### config.mk
export PLATFORM = sky130hd
export DESIGN_NAME = temp_sampler
export DESIGN_NICKNAME = d
export VERILOG_FILES = /design/src/rtl/temp_sampler.sv
export SDC_FILE = /design/constraint.sdc
export NUM_CORES = 1
export LEC_CHECK = 0
export CAP_MARGIN = 20
export CORE_MARGIN = 3
export CORE_UTILIZATION = 35
export DETAILED_ROUTE_END_ITERATION = 8
export GPL_TIMING_DRIVEN = 0
export PLACE_DENSITY = 0.58
export SETUP_SLACK_MARGIN = 0.02
export SLEW_MARGIN = 25
export SYNTH_ARGS = -nofsm -noshare
export SYNTH_HDL_FRONTEND = slang
export SYNTH_SLANG_ARGS = --single-unit
### constraint.sdc
create_clock -name clk -period 3.7 [get_ports clk]
set_clock_uncertainty 0.15 [all_clocks]
set_input_delay 0.37 -clock clk [delete_from_list [all_inputs] [get_ports clk]]
set_output_delay 0.37 -clock clk [all_outputs]
set_load 0.02 [all_outputs]
### src/rtl/temp_sampler.sv
// Two-channel temperature sampler: 4-sample moving averages, outside-vs-greenhouse flag, staleness watchdog.
// Optional spike rejection on warm channels is compiled in with TEMP_SAMPLER_SPIKE_REJECT_EN.
module temp_sampler #(
  parameter logic [15:0] STALE_LIMIT = 16'd1000,
  parameter logic [7:0]  SPIKE_DELTA = 8'd20
) (
  input  logic              clk,
  input  logic              rst,
  input  logic              sample_valid,
  input  logic              sample_sel,
  input  logic signed [7:0] sample_data,
  output logic signed [7:0] greenhouse_temp,
  output logic signed [7:0] outside_temp,
  output logic              temp_g_greenhouse_temp,
  output logic              temp_valid,
  output logic [1:0]        stale,
  output logic [7:0]        spike_cnt
);

`ifdef TEMP_SAMPLER_SPIKE_REJECT_EN
  localparam logic SPIKE_EN = 1'b1;
`else
  localparam logic SPIKE_EN = 1'b0;
`endif

  // channel index 0 = greenhouse, 1 = outside
  logic signed [7:0] r_win [2][4];
  logic [1:0]        r_ptr [2];
  logic signed [9:0] r_sum [2];
  logic [2:0]        r_warm [2];
  logic [15:0]       r_idle [2];
  logic signed [7:0] r_avg [2];
  logic [1:0]        r_stale;
  logic [1:0]        r_upd;
  logic              r_flag;
  logic              r_valid;
  logic [7:0]        r_spike_cnt;

  logic signed [7:0] w_avg_now [2];
  logic signed [8:0] w_diff [2];
  logic [8:0]        w_abs [2];
  logic signed [9:0] w_sum_next [2];
  logic [15:0]       w_idle_inc [2];
  logic [1:0]        w_warm;
  logic [1:0]        w_hit;
  logic [1:0]        w_reject;
  logic [1:0]        w_accept;
  logic [1:0]        w_stale_set;
  logic signed [7:0] w_gh_next;
  logic signed [7:0] w_out_next;

  always_comb begin
    for (int ch = 0; ch < 2; ch++) begin
      // sum[9:2] is the arithmetic shift by 2, i.e. floor(sum/4)
      w_avg_now[ch]  = r_sum[ch][9:2];
      w_diff[ch]     = {sample_data[7], sample_data} - {w_avg_now[ch][7], w_avg_now[ch]};
      w_abs[ch]      = w_diff[ch][8] ? (~w_diff[ch] + 9'd1) : w_diff[ch];
      w_warm[ch]     = (r_warm[ch] == 3'd4);
      w_hit[ch]      = sample_valid && (sample_sel == ch[0]);
      w_reject[ch]   = SPIKE_EN && w_hit[ch] && w_warm[ch] && (w_abs[ch] > {1'b0, SPIKE_DELTA});
      w_accept[ch]   = w_hit[ch] && !w_reject[ch];
      w_sum_next[ch] = r_sum[ch]
                       - {{2{r_win[ch][r_ptr[ch]][7]}}, r_win[ch][r_ptr[ch]]}
                       + {{2{sample_data[7]}}, sample_data};
      w_idle_inc[ch] = r_idle[ch] + 16'd1;
      // an acceptance on the limit edge wins over going stale
      w_stale_set[ch] = !w_accept[ch] && (r_idle[ch] != STALE_LIMIT)
                        && (w_idle_inc[ch] == STALE_LIMIT);
    end
    w_gh_next  = r_upd[0] ? w_avg_now[0] : r_avg[0];
    w_out_next = r_upd[1] ? w_avg_now[1] : r_avg[1];
  end

  always_ff @(posedge clk) begin
    if (rst) begin
      for (int ch = 0; ch < 2; ch++) begin
        for (int i = 0; i < 4; i++) r_win[ch][i] <= '0;
        r_ptr[ch]  <= '0;
        r_sum[ch]  <= '0;
        r_warm[ch] <= '0;
        r_idle[ch] <= '0;
        r_avg[ch]  <= '0;
      end
      r_stale     <= '0;
      r_upd       <= '0;
      r_flag      <= 1'b0;
      r_valid     <= 1'b0;
      r_spike_cnt <= '0;
    end else begin
      for (int ch = 0; ch < 2; ch++) begin
        if (w_accept[ch]) begin
          r_win[ch][r_ptr[ch]] <= sample_data;
          r_ptr[ch]            <= r_ptr[ch] + 2'd1;
          r_sum[ch]            <= w_sum_next[ch];
          if (!w_warm[ch]) r_warm[ch] <= r_warm[ch] + 3'd1;
          r_idle[ch]           <= '0;
          r_stale[ch]          <= 1'b0;
        end else if (w_stale_set[ch]) begin
          // stale data is worthless: restart warm-up from an empty window
          for (int i = 0; i < 4; i++) r_win[ch][i] <= '0;
          r_ptr[ch]   <= '0;
          r_sum[ch]   <= '0;
          r_warm[ch]  <= '0;
          r_idle[ch]  <= w_idle_inc[ch];
          r_stale[ch] <= 1'b1;
        end else if (r_idle[ch] != STALE_LIMIT) begin
          r_idle[ch] <= w_idle_inc[ch];
        end
        if (r_upd[ch]) r_avg[ch] <= w_avg_now[ch];
      end
      r_upd <= w_accept;
      if (|r_upd) begin
        if (w_out_next > w_gh_next)      r_flag <= 1'b1;
        else if (w_out_next < w_gh_next) r_flag <= 1'b0;
      end
      r_valid <= (&w_warm) && (r_stale == 2'b00);
      if ((|w_reject) && (r_spike_cnt != 8'hFF)) r_spike_cnt <= r_spike_cnt + 8'd1;
    end
  end

  assign greenhouse_temp        = r_avg[0];
  assign outside_temp           = r_avg[1];
  assign temp_g_greenhouse_temp = r_flag;
  assign temp_valid             = r_valid;
  assign stale                  = r_stale;
  assign spike_cnt              = r_spike_cnt;

endmodule

-- Word level (Yosys, flattened, before mapping)
Memory sizes are Yosys's and may differ from the RTL's.
Index checks and enable logic that the tools add are counted.
- equal/unequal tests: 6
- magnitude comparators: 6
- reduce and logical (&&, ||, !) cells: 18
- multiplexer cells: 204
- bitwise logic cells: 151
- $add $sub $neg: 10
- operator list (operator ; number):
    $mux 1 ; 170
    $or 1x1->1 ; 148
    $mux 16 ; 6
    $mux 8 ; 10
    $mux 32 ; 2
    $mux 10 ; 4
    $add 16x1->16 const B ; 2
    $bmux 8 s2 ; 2
    $demux 8 s2 ; 2
    $eq 16x10->1 const B ; 2
    $ne 16x10->1 const B ; 2
    $add 10x10->10 ; 2
    $sub 10x10->10 ; 2
    $mux 3 ; 4
    $logic_and 1x1->1 ; 9
    $gt 8x8->1 ; 1
    $lt 8x8->1 ; 1
    $mux 2 ; 4
    $add 3x1->3 const B ; 2
    $eq 3x3->1 const B ; 2
    $ge 3x3->1 const B ; 2
    $lt 3x1->1 const B ; 2
    $not 2->3 ; 2
    $reduce_or 2->1 ; 3
    other kinds (6) ; 9
- memories kept: 6
- flip-flop bits (word level): 6
- memory bits (writable): 142
- output and inout port bits: 28
- memory list (memory ; depth ; bits a word ; read ports ; clocked after Yosys merged registers in ; wr ports ; line ; text):
    r_win ; 2 ; 32 ; 2 ; 0 ; 2 ; 27 ; logic signed [7:0] r_win [2][4];
    r_idle ; 2 ; 16 ; 2 ; 0 ; 2 ; 31 ; logic [15:0] r_idle [2];
    r_sum ; 2 ; 10 ; 2 ; 0 ; 2 ; 29 ; logic signed [9:0] r_sum [2];
    r_avg ; 2 ; 8 ; 2 ; 0 ; 2 ; 32 ; logic signed [7:0] r_avg [2];
    r_warm ; 2 ; 3 ; 2 ; 0 ; 2 ; 30 ; logic [2:0] r_warm [2];
    r_ptr ; 2 ; 2 ; 2 ; 0 ; 2 ; 28 ; logic [1:0] r_ptr [2];

-- Longest topological paths before layout
Gate-level depths: netlist of run 1.
- depth after elaboration: 11
- gate-level depth with buffers: 14
- gate-level depth less buffers: 13

-- Worst setup path before layout of run 1
No wires, ideal clock.
- kind: reg2reg
- start point: memory r_ptr[1][1]
- end point: memory r_sum[1][9]
- buffers on the path: 1
- setup time: 0.070 ns
- data arrival time: 3.617 ns
- path slack: -0.136 ns
- stages on the path, launching flop included: 13
- period minus slack after synthesis: 3.836 ns
- path through: dfxtp_1 -> clkbuf_1 -> mux4_2 -> fa_1 -> inv_1 -> ha_1 -> a211o_1 -> o211ai_1 -> a21oi_1 -> o41ai_1 -> xnor2_1 -> or3_1 -> a21oi_1
- RTL lines (element ; line):
    start, declared ; 28
    end, declared ; 29

==> impl_results.md, run 1 <==
- Period utilization: 0.973
- Clock buffer depth: 2
- DRC Markers: 0
- Core ar.: 23900 µm²
- Cts hold-fix bufs: 0
- Yosys Warn Count: 0
- HPWL after DPL: 14.2 mm
- CP Class: flop to flop
- CP max FO: 5
- Die area: 26700 µm²
- DRT Pass-1 Iters: 5
- Netlist cell types: 61
- First-pass GRT wire length: 32.0 mm
- Gr ovfl total: 0
- Final hold viol count: 0
- H-tree Lvls: 4
- Final setup viols: 0
- Vias per Instance: 4.89
- Hold-critical path depth: 3
- Pwr dens: 457 nW/µm²
- Final WL: 20.0 mm
- CTS clock-pin slew for the worst setup and hold paths: 0.06 ns
- GRT Total Usage: 0.155
- Worst slack, placed: -0.367 ns
- Max-slew violation count: 0
- Worst setup margin: 0.0993 ns
- Post-synth EDFFs: 95
- I/O Pins: 40
- Seq/Total Area, Yosys: 0.451
- Max Cap Viol: 0
- CTS Sinks: 148
- Worst setup SP type: flop
- Total Power Consumption: 0.00465 W
- Port-buffer cells: 29
- Layout area overhead: 17.2%
- RD Place Congestion: 0.816
- Outcome: finished, final reports clean
- Clock root cell: clkbuf_16
- Largest net degree at the start of global routing: 17
- FP Rows: 56
- Critical Path RT: 3.91 ns
- Min Tclk post-route: 3.60 ns
- Hold Crit Start: sample_data[6]
- Fmax: 0.278 GHz
- RSZ-0062 raised after global routing: yes
- DR iter-0 viols: 423
- Initial antenna violation count: 0
- Hold EP: r_win[1][22]
- Layout cell share with drive strength beyond 1: 0.123
- Initial Util: 0.363
- Worst reg2reg path depth: 13
- Synthesized instance count: 868
- Vias in the first global route: 5927
- NumNets Final: 1017
- Final setup TNS: 0 ns
- Peak VDD IR: 290 µV
- Fin Hold WS: 0.209 ns
- Slew headroom: 0.420
- ANT cells: 0
- Reg-to-reg startpoint: r_ptr[1][1]
- Min-Delay Path Class: primary input to flop
- Data arrival time of the critical path: 3.81 ns
- CTS tree: done
- Design area: 10200 µm²
- Worst slew pin tran: 0.867 ns
- Vias: 6221
- CTS Buf Count: 17
- Die Height: 163 µm
- Die Span X: 163 µm
- Placed instance area: 9400 µm²
- Critical path capture point type: flop
- Post-synth ARST share: 0
- FF-to-FF setup slack: 0.1 ns
- Top_reg_cell synth: edfxtp_1
- Synthesized area: 8680 µm²
- RR Endpoint: r_sum[1][9]
- Leakage: 4.01 nW
- ANT nets after route: 0
- Yosys reg bits: 148
- Syn avg cell area: 10.0 µm²
- Routed WL per cell: 15.7 µm
- Skew-Pair Late Insertion Delay: 0.43 ns
-- logic make-up (layout without fill, tap and decap cells) --
kind of cell | count (synthesis) | after routing | share of synthesized area
multiplexers | 35 | 35 | 0.0647
other | 1 | 8 | 0.000432
buffers and inverters | 146 | 224 | 0.0692
XOR/XNOR | 43 | 43 | 0.0434
flip-flops | 148 | 148 | 0.451
AND/OR/NAND/NOR | 324 | 324 | 0.187
AO/OA/AOI/OAI | 106 | 106 | 0.0747
adder cells (fa/ha/maj) | 65 | 65 | 0.109
-- stage by stage --
stage | cells | util
4_1_cts | 1260 | 0.420
2_1_floorplan | 875 | -
3_3_place_gp | 1223 | 0.393
6_report | 1272 | 0.426
5_1_grt | 1272 | 0.426
3_5_place_dp | 1223 | 0.393
-- worst max-delay path by stage --
stage | cells after the start | to | slack, ns | startpoint
2_1_floorplan | 12 | r_sum[1][9] | 0.09 | r_ptr[1][1]
3_3_place_gp | 12 | r_sum[1][9] | -0.35 | sample_data[1]
3_5_place_dp | 12 | r_sum[1][9] | -0.37 | sample_data[1]
4_1_cts | 12 | r_sum[1][9] | 0.05 | r_ptr[1][1]
5_1_grt | 15 | r_sum[0][8] | -0.03 | r_ptr[0][0]
6_report | 13 | r_sum[1][9] | 0.1 | r_ptr[1][1]
-- critical path, stage by stage (launching register included) --
cell      delay [ns]
dfxtp_2         0.35
buf_8           0.12
buf_12          0.11
mux4_2          0.54
fa_1            0.54
inv_2           0.05
ha_4            0.16
a211o_1         0.26
o211ai_1        0.17
a21oi_2         0.13
o41ai_2         0.32
xnor2_1         0.11
or3_1           0.40
a21oi_2         0.13
-- timing repair --
item	in CTS	in global routing
resized for setup	8	18
setup endpoints to repair	7	6
buffers inserted	5	12
pin swaps	0	13
-- per-layer routing --
layer,share of wire,wire length (µm),global-route usage,vias up
li1,-,-,-,3134
met2,0.47,9390,0.248,111
met3,0.044,878,0.0327,16
met5,0,0,0,-
met1,0.47,9410,0.210,2960
met4,0.014,282,0.0484,0
-- cell usage after synthesis, types with 16 or more instances --
cell	number	area share
nand2_1	93	0.040
xor2_1	17	0.017
inv_1	95	0.041
xnor2_1	26	0.026
fa_1	18	0.042
and3_1	34	0.025
edfxtp_1	95	0.33
nor3_1	30	0.017
ha_1	47	0.068
mux4_2	16	0.042
dfxtp_1	53	0.12
clkbuf_1	28	0.012
nor2_1	75	0.032
a21oi_1	51	0.029
-- final cells by class --
cell class | count | area (µm²)
Buffer | 51 | 270
Clock buffer | 18 | 429
Clock inverter | 14 | 118
Fill cell | 2250 | 13700
Inverter | 95 | 357
Multi-Input combinational cell | 581 | 4240
Sequential cell | 148 | 3920
Tap cell | 319 | 399
Timing Repair Buffer | 46 | 443
-- sequential cells by signal, indices dropped and copies added, names as in the netlist --
signal / flops
r_avg: 16
r_warm: 6
temp_valid: 1
stale: 2
r_sum: 20
r_win: 64
temp_g_greenhouse_temp: 1
r_upd: 2
r_ptr: 4
r_idle: 32
-- power by group --
group          switching (W)  internal, W  total [W]
clock               0.000748     0.000874    0.00162
sequential         0.0000548      0.00185    0.00191
combinational       0.000613     0.000510    0.00112
total                0.00142      0.00324    0.00465
-- cells in the final DEF (no fill, tap or decap), types with 8 or more instances in the layout --
cell type,n
edfxtp_1,95
inv_1,93
nand2_1,93
nor2_1,75
dfxtp_1,52
a21oi_1,48
ha_1,45
and3_1,34
nor3_1,30
clkdlybuf4s50_1,29
xnor2_1,26
clkbuf_1,25
buf_4,25
fa_1,18
xor2_1,17
clkbuf_16,17
mux4_2,16
nand3_1,15
nand4_1,13
o21ai_0,13
mux2i_1,10
and2_1,9
mux2_2,9
nor3b_1,9
buf_2,8
a21o_1,8
conb_1,8
(Power assumes the default switching activity.)
==> run 2: changes to the inputs <==
--- a/config.mk
+++ b/config.mk
@@ -5,7 +5,6 @@
 export SDC_FILE = /design/constraint.sdc
 export NUM_CORES = 1
 export LEC_CHECK = 0
-export CAP_MARGIN = 20
 export CORE_MARGIN = 3
 export CORE_UTILIZATION = 35
 export DETAILED_ROUTE_END_ITERATION = 8
@@ -16,3 +15,4 @@
 export SYNTH_ARGS = -nofsm -noshare
 export SYNTH_HDL_FRONTEND = slang
 export SYNTH_SLANG_ARGS = --single-unit
+export TNS_END_PERCENT = 5
==> impl_results.md, run 2 (synthesis gave the netlist of run 1 again) <==
- CTS Sinks: 148
- Critical path capture point type: flop
- Initial antenna violation count: 0
- H-tree Lvls: 4
- Largest regs: r_win x64, r_idle x32, r_sum x20
- Final setup viols: 0
- ANT nets after route: 0
- Critical path, cell by cell: buf_12 > mux4_2 > fa_1 > inv_2 > ha_4 > a211o_1 > o211ai_1 > a21oi_2 > o41ai_2 > xnor2_1 > or3_1 > a21oi_1
- # placed instances: 1223
- Clock buffer depth: 2
- Most frequent cells in the layout: 95 x edfxtp_1, 94 x inv_1, 93 x nand2_1, 75 x nor2_1, 52 x dfxtp_1
- CTS Buf Count: 17
- Max FFs per register: 64
- CTS clock-pin slew for the worst setup and hold paths: 0.07 ns
- Net Sw Frac: 0.308
- Final hold viol count: 0
- RD Place Congestion: 0.795
- Core ar.: 23900 µm²
- Layout cell share with drive strength beyond 1: 0.116
- Die Span X: 163 µm
- Die Height: 163 µm
- Skew-Pair Late Insertion Delay: 0.42 ns
- Max-slew violation count: 0
- Layout area overhead: 16.6%
- P_int: 0.00323 W
- Critical Path RT: 3.90 ns
- Leakage: 4.00 nW
- Sw Pwr: 0.00144 W
- Fillers: 2307
- Clock root cell: clkbuf_16
- CP max FO: 7
- Seq pwr share: 0.408
- Outcome: finished, final reports clean
- DRT Pass-1 Iters: 7
- Reg area: 3920 µm²
- Pwr dens: 462 nW/µm²
- Slew headroom: 0.398
- Data arrival time of the critical path: 3.77 ns
- Vias in the first global route: 5961
- Finished Layout Cells: 1266
- Design area: 10100 µm²
- Gr ovfl total: 0
- CP Class: flop to flop
- Port-buffer cells: 29
- HPWL after DPL: 14.2 mm
- Most common cell after layout, fill and taps aside: edfxtp_1
- Combinational fraction of design power: 0.235
- Min Tclk post-route: 3.57 ns
- ANT cells: 0
- Worst setup SP type: flop
- Fmax: 0.280 GHz
- Final setup TNS: 0 ns
- Worst slew pin tran: 0.901 ns
- DRC Markers: 0
- First-pass GRT wire length: 31.6 mm
- GRT Total Usage: 0.152
- Die area: 26700 µm²
- Clock power share: 0.356
- FP Rows: 56
- I/O Pins: 40
- Min-Delay Path Class: primary input to flop
- Vias: 6233
- Vias per Instance: 4.92
- Critical-path top delay cell: fa_1
- Period utilization: 0.964
- Largest net degree at the start of global routing: 17
- CTS tree: done
- Initial Util: 0.363
- Placed instance area: 9400 µm²
- Crit path largest cell delay: 0.59 ns
- Max Cap Viol: 0
- Area occupied by multi-input gates: 4230 µm²
- Routed WL per cell: 15.4 µm
- DR iter-0 viols: 476
- Peak VDD IR: 292 µV
- Final WL: 19.5 mm
- NumNets Final: 1011
- RSZ-0062 raised after global routing: yes
- Largest Register: r_win
==> run 2: final timing paths <==
check                                    start            to  slack [ns]  cells past startpoint
worst min-delay path            sample_data[6]  r_win[1][14]        0.24                      3
worst max-delay path               r_ptr[1][1]   r_sum[1][9]        0.13                     12
worst min register to register     r_win[1][8]   r_win[1][8]        0.30                      2
worst max register to register     r_ptr[1][1]   r_sum[1][9]        0.13                     12
==> run 2: area by class of cell <==
cell class / count / area share
Clock inverter: 15 / 0.0135
Timing Repair Buffer: 40 / 0.0369
Buffer: 51 / 0.0273
Clock buffer: 17 / 0.0421
Multi-Input combinational cell: 581 / 0.418
Inverter: 95 / 0.0353
Sequential cell: 148 / 0.387
Tap cell: 319 / 0.0395
==> run 2: power groups by stage <==
| stage | logic (W) | clock network, W | registers [W] |
|---|---|---|---|
| 2_1_floorplan | 0.000792 | 0 | 0.00194 |
| 3_3_place_gp | 0.00102 | 0 | 0.00194 |
| 3_5_place_dp | 0.00104 | 0 | 0.00195 |
| 4_1_cts | 0.00107 | 0.00170 | 0.00191 |
| 5_1_grt | 0.00125 | 0.00179 | 0.00192 |
| 6_report | 0.00110 | 0.00167 | 0.00191 |
==> run 2: metal layers <==
metal  global-route usage  wire [µm]  up-vias  share of wire
li1                     -          -     3122              -
met1                0.210       9240     2965           0.47
met2                0.240       9000      120           0.46
met3               0.0320        864       26          0.044
met4               0.0473        375        0          0.019
met5                    0          0        -              0
==> run 2: stage by stage <==
step | hold WS, ns | power [W] | util | setup WS, ns
global route | 0.249 | 0.00496 | 0.423 | 0.00208
finish | 0.242 | 0.00467 | 0.423 | 0.133
detailed placement | 0.297 | 0.00298 | 0.393 | -0.542
global placement | 0.289 | 0.00296 | 0.393 | -0.531
floorplan | 0.283 | 0.00273 | - | -0.107
CTS | 0.229 | 0.00468 | 0.418 | -0.0356
==> run 2: worst max-delay path: cells and delay by family, from the launching register on <==
kind / cells / cell delay [ns]
AOI/OAI and AO/OA: 5 / 1.05
adders and majority gates: 2 / 0.80
muxes: 1 / 0.54
DFF: 1 / 0.37
and+or+nand+nor: 1 / 0.30
buffers and inverters: 2 / 0.18
xor gates and xnor gates: 1 / 0.11
==> run 2: what timing repair did <==
action | CTS | global route
pin swaps | 0 | 13
endpoints found under the hold margin | 0 | 0
hold buffers | 0 | 0
buffers inserted | 0 | 11
gates resized for setup | 10 | 18
endpoints found under the setup margin | 8 | 7
